File: src/rtl/spi_reg_master.sv
// SPI mode-0 master: serialises one 1..MAX_BITS frame, MSB-first, per valid/ready handshake.
// Define RBZ_SPIM_VBLANK_SYNC_EN to hold each accepted frame until i_vblank is sampled high.

module spi_reg_master #(
   parameter int unsigned CLK_DIV  = 2,
   parameter int unsigned GUARD    = 2,
   parameter int unsigned MAX_BITS = 48
) (
   input  logic        i_clk,
   input  logic        i_reset_n,
   input  logic        i_valid,
   output logic        o_ready,
   input  logic [5:0]  i_nbits,
   input  logic [47:0] i_data,
   input  logic        i_vblank,
   output logic        o_csb,
   output logic        o_sclk,
   output logic        o_mosi,
   output logic        o_done
);

   localparam int unsigned   TW          = 16;
   localparam logic [TW-1:0] LP_GUARD_LD = TW'(GUARD - 1);
   localparam logic [TW-1:0] LP_DIV_LD   = TW'(CLK_DIV - 1);
   localparam logic [5:0]    LP_MAX_BITS = 6'(MAX_BITS);

   localparam logic [2:0] S_IDLE  = 3'd0;
   localparam logic [2:0] S_LEAD  = 3'd1;
   localparam logic [2:0] S_LOW   = 3'd2;
   localparam logic [2:0] S_HIGH  = 3'd3;
   localparam logic [2:0] S_TRAIL = 3'd4;
   localparam logic [2:0] S_GAP   = 3'd5;
`ifdef RBZ_SPIM_VBLANK_SYNC_EN
   localparam logic [2:0] S_WAIT_VB = 3'd6;
`endif

   logic [2:0]    r_state, w_state;
   logic [TW-1:0] r_tmr, w_tmr;
   logic [5:0]    r_bits, w_bits;
   logic [47:0]   r_shift, w_shift;
   logic          r_csb, w_csb;
   logic          r_sclk, w_sclk;
   logic          r_mosi, w_mosi;
   logic          r_done, w_done;
   logic          r_ready, w_ready;

   logic [5:0]    w_nbits;
   logic [47:0]   w_aligned;
   logic          w_tmr_zero;

`ifndef RBZ_SPIM_VBLANK_SYNC_EN
   logic          w_unused_vblank;
   assign w_unused_vblank = i_vblank;
`endif

   // Frame is left-aligned so the bit on the wire is always r_shift[47].
   assign w_nbits    = (i_nbits > LP_MAX_BITS) ? LP_MAX_BITS : i_nbits;
   assign w_aligned  = i_data << (6'd48 - w_nbits);
   assign w_tmr_zero = (r_tmr == '0);

   assign o_ready = r_ready & i_reset_n;
   assign o_csb   = r_csb;
   assign o_sclk  = r_sclk;
   assign o_mosi  = r_mosi;
   assign o_done  = r_done;

   always_comb begin
      w_state = r_state;
      w_tmr   = w_tmr_zero ? '0 : r_tmr - TW'(1);
      w_bits  = r_bits;
      w_shift = r_shift;
      w_csb   = r_csb;
      w_sclk  = r_sclk;
      w_mosi  = r_mosi;
      w_done  = 1'b0;
      w_ready = 1'b0;
      case (r_state)
         S_IDLE: begin
            w_ready = 1'b1;
            if (i_valid && o_ready) begin
               w_ready = 1'b0;
               w_shift = w_aligned;
               w_bits  = w_nbits;
               if (w_nbits == 6'd0) begin
                  w_state = S_GAP;
                  w_tmr   = LP_GUARD_LD;
               end else begin
`ifdef RBZ_SPIM_VBLANK_SYNC_EN
                  w_state = S_WAIT_VB;
`else
                  w_state = S_LEAD;
                  w_tmr   = LP_GUARD_LD;
                  w_csb   = 1'b0;
                  w_mosi  = w_aligned[47];
`endif
               end
            end
         end
`ifdef RBZ_SPIM_VBLANK_SYNC_EN
         S_WAIT_VB: begin
            if (i_vblank) begin
               w_state = S_LEAD;
               w_tmr   = LP_GUARD_LD;
               w_csb   = 1'b0;
               w_mosi  = r_shift[47];
            end
         end
`endif
         S_LEAD: begin
            if (w_tmr_zero) begin
               w_state = S_LOW;
               w_tmr   = LP_DIV_LD;
            end
         end
         S_LOW: begin
            if (w_tmr_zero) begin
               w_state = S_HIGH;
               w_tmr   = LP_DIV_LD;
               w_sclk  = 1'b1;
            end
         end
         S_HIGH: begin
            if (w_tmr_zero) begin
               w_sclk = 1'b0;
               if (r_bits == 6'd1) begin
                  w_state = S_TRAIL;
                  w_tmr   = LP_GUARD_LD;
               end else begin
                  // Falling edge: present the next bit for a full LOW+HIGH period.
                  w_state = S_LOW;
                  w_tmr   = LP_DIV_LD;
                  w_bits  = r_bits - 6'd1;
                  w_shift = r_shift << 1;
                  w_mosi  = r_shift[46];
               end
            end
         end
         S_TRAIL: begin
            if (w_tmr_zero) begin
               w_state = S_GAP;
               w_tmr   = LP_GUARD_LD;
               w_csb   = 1'b1;
               w_mosi  = 1'b0;
            end
         end
         S_GAP: begin
            if (w_tmr_zero) begin
               w_state = S_IDLE;
               w_done  = 1'b1;
               w_ready = 1'b1;
            end
         end
         default: begin
            w_state = S_IDLE;
            w_csb   = 1'b1;
            w_sclk  = 1'b0;
            w_mosi  = 1'b0;
         end
      endcase
   end

   always_ff @(posedge i_clk) begin
      if (!i_reset_n) begin
         r_state <= S_IDLE;
         r_tmr   <= '0;
         r_bits  <= '0;
         r_shift <= '0;
         r_csb   <= 1'b1;
         r_sclk  <= 1'b0;
         r_mosi  <= 1'b0;
         r_done  <= 1'b0;
         r_ready <= 1'b0;
      end else begin
         r_state <= w_state;
         r_tmr   <= w_tmr;
         r_bits  <= w_bits;
         r_shift <= w_shift;
         r_csb   <= w_csb;
         r_sclk  <= w_sclk;
         r_mosi  <= w_mosi;
         r_done  <= w_done;
         r_ready <= w_ready;
      end
   end

endmodule

File: config.mk
export PLATFORM = sky130hd
export DESIGN_NAME = spi_reg_master
export DESIGN_NICKNAME = d
export VERILOG_FILES = /design/src/rtl/spi_reg_master.sv
export SDC_FILE = /design/constraint.sdc
export NUM_CORES = 1
export LEC_CHECK = 0
export CAP_MARGIN = 10
export CORE_ASPECT_RATIO = 0.5
export CORE_MARGIN = 5
export CORE_UTILIZATION = 55
export DETAILED_ROUTE_END_ITERATION = 16
export HOLD_SLACK_MARGIN = 0.03
export MAX_ROUTING_LAYER = met4
export PLACE_DENSITY = 0.87
export SYNTH_ARGS = -nofsm -noshare
export SYNTH_HDL_FRONTEND = slang
export SYNTH_SLANG_ARGS = --single-unit
File: constraint.sdc
create_clock -name i_clk -period 4.6 [get_ports i_clk]
set_clock_uncertainty 0.15 [all_clocks]
set_input_delay 1.38 -clock i_clk [delete_from_list [all_inputs] [get_ports i_clk]]
set_output_delay 1.38 -clock i_clk [all_outputs]
set_load 0.02 [all_outputs]
==> run summary, run 1 <==
CP Class = in2reg
Non-filler cells, final = 1048
Met3 WL = 2.54 mm
Dpl ws = -0.0467 ns
Setup slack, reg-to-reg = 1.54 ns
Post-synthesis net count = 880
Total gr overflow = 0
Largest net degree at the start of global routing = 55
Worst skew pair latency = 0.34 ns
GRT Util Overall = 32.2%
R2R cell count = 6
Final-stage net count = 943
Peak supply drop = 0.000226 V
Worst setup EP type = register
Fraction of registers with async set/reset = 0%
Routed wire length = 23.1 mm
Post-synthesis cell type count = 79
Vias = 7231
Critical path depth in cells = 11
Vias/cell = 6.90
Min-delay worst type = reg2reg
CP Data Required Time = 4.63 ns
Post-synth top area share = 22.7%
Hold endpoint = r_shift[30]$_SDFFE_PN0P_
Num Clock Sinks = 77
Placed Cells = 1033
Synth Flop Type = dfxtp_1
Max Used Layer = met4
I/O pin cnt = 63
Residual DRC = 0
Post-synthesis sequential area ratio = 22.7%
Hold Crit Depth = 2
Fillcell total = 942
Commonest non-fill, non-tap cell in the layout = mux2i_1
CTS buffer count = 9
Setup slack after layout = 0.208 ns
CTS root buffer = clkbuf_16
Finished Core Util = 67.7%
Status = finished, final reports clean
Post-CTS resize count = 0
Fmax = 228 MHz
RR Startpoint = r_state[1]$_SDFFE_PN0P_
Most frequent cells in the layout = 89 x mux2i_1, 87 x nand2_1, 77 x dfxtp_1
Area contributors post-synth = dfxtp_1 23%, mux2i_1 13%, mux4_2 6.6%
Final setup vio count = 0
Synth area leader = dfxtp_1
Post-Syn Area = 0.00680 mm^2
Initial drt markers = 1104
CTS hold repair buffers = 0
Clk slew on worst S/H paths = 0.06 ns
Vias in the first global route = 6651
Syn. warnings = 0
Cell area power density = 351 mW/mm^2
CTS HTree Levels = 3
Die area = 0.0148 mm^2
Detailed Routing Iterations Pass 1 = 6
GP Congestion = 1.03
Share of cells above drive strength 1 = 14.0%
Fin. max-slew vios = 0
Wire length per cell = 22.0 um
WL met2 = 10.1 mm
Critical Path Start Type = primary input
Starting Density = 56.9%
Leakage power = 3.16 nW
Buf/Inv on CP = 3
CTS max path bufs = 2
Buffer count from post-CTS setup fixing = 0
Reg-to-Reg End = r_shift[20]$_SDFFE_PN0P_
Least-Margin Pin Slew = 0.871 ns
Family with the most delay on the worst path = multiplexers
Core footprint = 0.0119 mm^2
DRT met1 WL = 9.94 mm
Number of synthesized flops with an enable pin = 0
Hold Vio Cnt, Final = 0
Max incr delay on CP = 0.51 ns
First-pass GRT wire length = 36.5 mm
Syn Area/Cell = 8.33 um^2
Die X-Extent = 167 um
HP Start = r_shift[30]$_SDFFE_PN0P_
Placement Rows = 28
Count of input and output buffers = 61
FF+latch count, synth = 77
ANT cells = 0
Most numerous cell on the critical path = mux2i_1
Antenna-violating nets left = 0
Max FO, Critical Path = 34
Initial antenna violation count = 0
Max-Cap Viols = 0
TritonCTS clock tree = yes
Syn Inst Count = 817
Period utilization = 95.5%
Cell Chain, Critical Path = clkdlybuf4s50_1 > a21boi_4 > inv_4 > ha_2 > buf_12 > mux2i_1 > mux2i_1 > mux2i_1 > mux2i_1 > a221oi_1 > a2111oi_2
Area delta synth->final = 18.9%
Data arrival, critical path = 4.42 ns
Rel. slew slack = 41.9%
Post-layout minimum cycle time = 4.39 ns
Crit-path slowest cell = clkdlybuf4s50_1
Die height = 88.6 um
Post-DP HPWL = 17.2 mm
Pwr Total = 2.84 mW
Unrepaired setup endpoints after global routing = false
## cell type report
class | count | area, um^2 | share of cell area, %
sequential | 77 | 1540 | 19.1
timing repair buffer | 125 | 1180 | 14.6
inverter | 8 | 32.5 | 0.402
multi-input combinational | 659 | 4830 | 59.7
clock buffer | 11 | 253 | 3.12
tap | 165 | 206 | 2.55
clock inverter | 3 | 46.3 | 0.572
## state kept, by name, summed over array words and instances (netlist names)
register and count:
o_csb 1, o_done 1, o_mosi 1, o_sclk 1, r_bits 6, r_ready 1
r_shift 47, r_state 3, r_tmr 16
## tightest hold or removal path, delay by kind of cell, from the launching register on
family	cells	cell delay [ns]
AND/OR/NAND/NOR	1	0.05
flip-flops	1	0.31
AO/OA/AOI/OAI	1	0.06
## logic make-up after synthesis
logic type               share of synthesized area (%)
buffers and inverters                             6.73
flip-flops                                        22.7
XOR/XNOR                                          2.48
AO/OA/AOI/OAI                                     26.7
multiplexers                                      22.4
adder cells (fa/ha/maj)                          0.920
AND/OR/NAND/NOR                                   18.1
## through the flow
step	hold slack, ns	cell area, um^2	TNS [ns]
2_1_floorplan	0.296	6800	0
3_3_place_gp	0.307	7780	-0.00464
3_5_place_dp	0.320	7780	-0.132
4_1_cts	0.327	8080	0
5_1_grt	0.347	8090	0
6_report	0.330	8090	0
## worst max-delay path by stage
stage | slack, ns | endpoint | startpoint
floorplan | 0.20 | r_shift[31]$_SDFFE_PN0P_ | i_nbits[0]
global placement | -0.005 | r_shift[43]$_SDFFE_PN0P_ | i_nbits[5]
detailed placement | -0.05 | r_shift[19]$_SDFFE_PN0P_ | i_nbits[5]
CTS | 0.27 | r_shift[19]$_SDFFE_PN0P_ | i_nbits[4]
global route | 0.04 | r_shift[19]$_SDFFE_PN0P_ | i_nbits[4]
finish | 0.21 | r_shift[20]$_SDFFE_PN0P_ | i_nbits[4]
## power breakdown
part | leakage, nW | internal (mW) | switching [mW]
Sequential | 0.628 | 0.751 | 0.0697
Combinational | 2.39 | 0.543 | 0.747
Clock | 0.144 | 0.445 | 0.284
## cell usage after synthesis, types with 7 or more instances
cell	n
buf_2	23
o21ai_0	56
a221oi_1	20
nand2_1	87
a31oi_1	8
a21oi_1	56
clkbuf_1	30
mux4_2	20
nor3_1	28
nor2b_1	7
o22ai_1	10
buf_6	8
mux2i_1	89
dfxtp_1	77
buf_4	8
a2bb2oi_1	7
and3_1	11
o221ai_1	20
nor2_1	75
a22oi_1	12
xnor2_1	7
o211ai_1	12
nand3_1	22
a211oi_1	9
## per-layer routing
| layer | global-route usage (%) | vias to the layer above |
|---|---|---|
| met3 | 8.48 | 64 |
| met5 | - | - |
| met1 | 42.6 | 3451 |
| li1 | - | 3274 |
| met2 | 50.4 | 442 |
| met4 | 6.70 | 0 |
Power figures use the tool's default switching activity.
==> run 2, diff against run 1 <==
- CAP_MARGIN: 10 -> default
- clock period: 4.6 -> 4.3 ns (I/O delays scaled with it)
==> run summary, run 2 (synthesized netlist as in run 1, its figures left out) <==
Status = finished, final reports clean
Unrepaired setup endpoints after global routing = false
Cell area power density = 376 mW/mm^2
Residual DRC = 0
HP Start = r_shift[30]$_SDFFE_PN0P_
Wire length per cell = 21.5 um
Cell Chain, Critical Path = clkdlybuf4s50_1 > a21boi_4 > inv_4 > ha_2 > buf_12 > buf_4 > mux2i_1 > mux2i_1 > mux2i_1 > a22oi_1 > a221oi_1 > a221oi_1
Met3 WL = 2.76 mm
GP Congestion = 1.04
Die X-Extent = 167 um
Largest net degree at the start of global routing = 43
Fmax = 243 MHz
Max Used Layer = met4
Vias in the first global route = 6854
Max incr delay on CP = 0.51 ns
Setup TNS = 0 ns
I/O pin cnt = 63
RR Startpoint = r_state[1]$_SDFFE_PN0P_
Setup slack, reg-to-reg = 1.52 ns
Min-delay worst type = reg2reg
Die height = 88.6 um
Initial drt markers = 1132
First-pass GRT wire length = 37.0 mm
Data arrival, critical path = 4.20 ns
Max-Cap Viols = 0
Final hold slack = 0.320 ns
Clk slew on worst S/H paths = 0.06 ns
CTS max path bufs = 2
Post-layout minimum cycle time = 4.12 ns
Non-filler cells, final = 1083
Final-stage net count = 976
Least-Margin Pin Slew = 0.913 ns
Initial antenna violation count = 0
Core footprint = 0.0119 mm^2
Rel. slew slack = 39.1%
Num Clock Sinks = 77
Worst skew pair latency = 0.34 ns
R2R cell count = 8
Total gr overflow = 0
Hold Vio Cnt, Final = 0
Count of input and output buffers = 61
Post-CTS resize count = 0
Largest regs = r_shift: 47 flops, r_tmr: 16 flops, r_bits: 6 flops
Worst setup EP type = register
Hold endpoint = r_shift[30]$_SDFFE_PN0P_
Commonest non-fill, non-tap cell in the layout = buf_4
Vias = 7356
WL met2 = 10.2 mm
Peak supply drop = 0.000238 V
CTS hold repair buffers = 0
Largest register FFs = 47
CP Data Required Time = 4.39 ns
CTS buffer count = 9
Hold Crit Depth = 2
ANT cells = 0
Fin. max-slew vios = 0
Most frequent cells in the layout = 91 x buf_4, 89 x mux2i_1, 87 x nand2_1
CTS root buffer = clkbuf_16
Critical Path Start Type = primary input
Routed wire length = 23.3 mm
CP Class = in2reg
TritonCTS clock tree = yes
DRT met1 WL = 9.77 mm
Max FO, Critical Path = 25
Share of cells above drive strength 1 = 17.3%
Vias/cell = 6.79
Largest Register = r_shift
Most numerous cell on the critical path = mux2i_1
Family with the most delay on the worst path = compound AO/OA/AOI/OAI gates
Starting Density = 56.9%
Leakage power = 3.33 nW
Design area = 0.00834 mm^2
Placement Rows = 28
Period utilization = 95.7%
Detailed Routing Iterations Pass 1 = 8
Post-DP HPWL = 17.5 mm
GRT Util Overall = 32.5%
Buf/Inv on CP = 4
Final setup vio count = 0
Placed instance area = 0.00802 mm^2
Antenna-violating nets left = 0
Placed Cells = 1067
Reg-to-Reg End = r_bits[3]$_SDFFE_PN0P_
CTS HTree Levels = 3
Pwr Total = 3.14 mW
Fillcell total = 914
Buffer count from post-CTS setup fixing = 0
Die area = 0.0148 mm^2
Crit-path slowest cell = clkdlybuf4s50_1
Area delta synth->final = 22.6%
[run 2: changes by cell type in the layout (fill, tap and decap cells not counted), sizes merged]
cell / before / now
buf: 64 / 97
bufinv: 1 / 2
clkbuf: 11 / 9
clkinv: 2 / 4
clkinvlp: 1 / 0
inv: 7 / 9
[run 2: layer usage]
layer  global-route usage, %  vias to the layer above
met2                    52.2                      495
met1                    42.8                     3467
met4                    7.88                        0
met3                    6.38                       64
met5                       -                        -
li1                        -                     3330
[run 2: worst max path at each step]
| stage | from | endpoint | slack (ns) | depth (start not counted) |
|---|---|---|---|---|
| finish | i_nbits[5] | r_shift[30]$_SDFFE_PN0P_ | 0.18 | 12 |
| global placement | i_nbits[4] | r_shift[20]$_SDFFE_PN0P_ | -0.02 | 11 |
| floorplan | i_nbits[0] | r_shift[35]$_SDFFE_PN0P_ | 0.04 | 16 |
| detailed placement | i_nbits[4] | r_shift[30]$_SDFFE_PN0P_ | -0.07 | 12 |
| global route | i_nbits[4] | r_shift[22]$_SDFFE_PN0P_ | 0.03 | 12 |
| CTS | i_nbits[4] | r_shift[30]$_SDFFE_PN0P_ | 0.28 | 12 |
[run 2: final cells by class]
class / instances / area, um^2 / share of cell area (%)
well taps: 165 / 206 / 2.47
repair buffers: 158 / 1410 / 16.9
inverters: 8 / 32.5 / 0.390
flip-flops and latches: 77 / 1540 / 18.5
multi-input cells: 659 / 4830 / 57.9
clock buffers: 9 / 225 / 2.70
clock inverters: 7 / 96.3 / 1.15
[run 2: through the flow]
step                      util [%]  setup slack [ns]
after floorplan                  -            0.0381
after global placement        67.1           -0.0200
after detailed placement      67.1           -0.0686
after CTS                     69.8             0.281
after global routing          69.8            0.0345
final                         69.8             0.184
[run 2: power by group]
part	switching, mW	internal (mW)
clock network	0.320	0.512
registers	0.0749	0.803
logic	0.806	0.626
total	1.20	1.94
[run 2: worst register-to-register path: stages, from the launching register on]
cell and delay (ns):
dfxtp_1 0.66, nand3b_1 0.14, buf_4 0.24, a31oi_1 0.33, a2bb2oi_4 0.41, buf_4 0.33, o21ai_0 0.14, a22oi_1 0.17
nor2_1 0.06
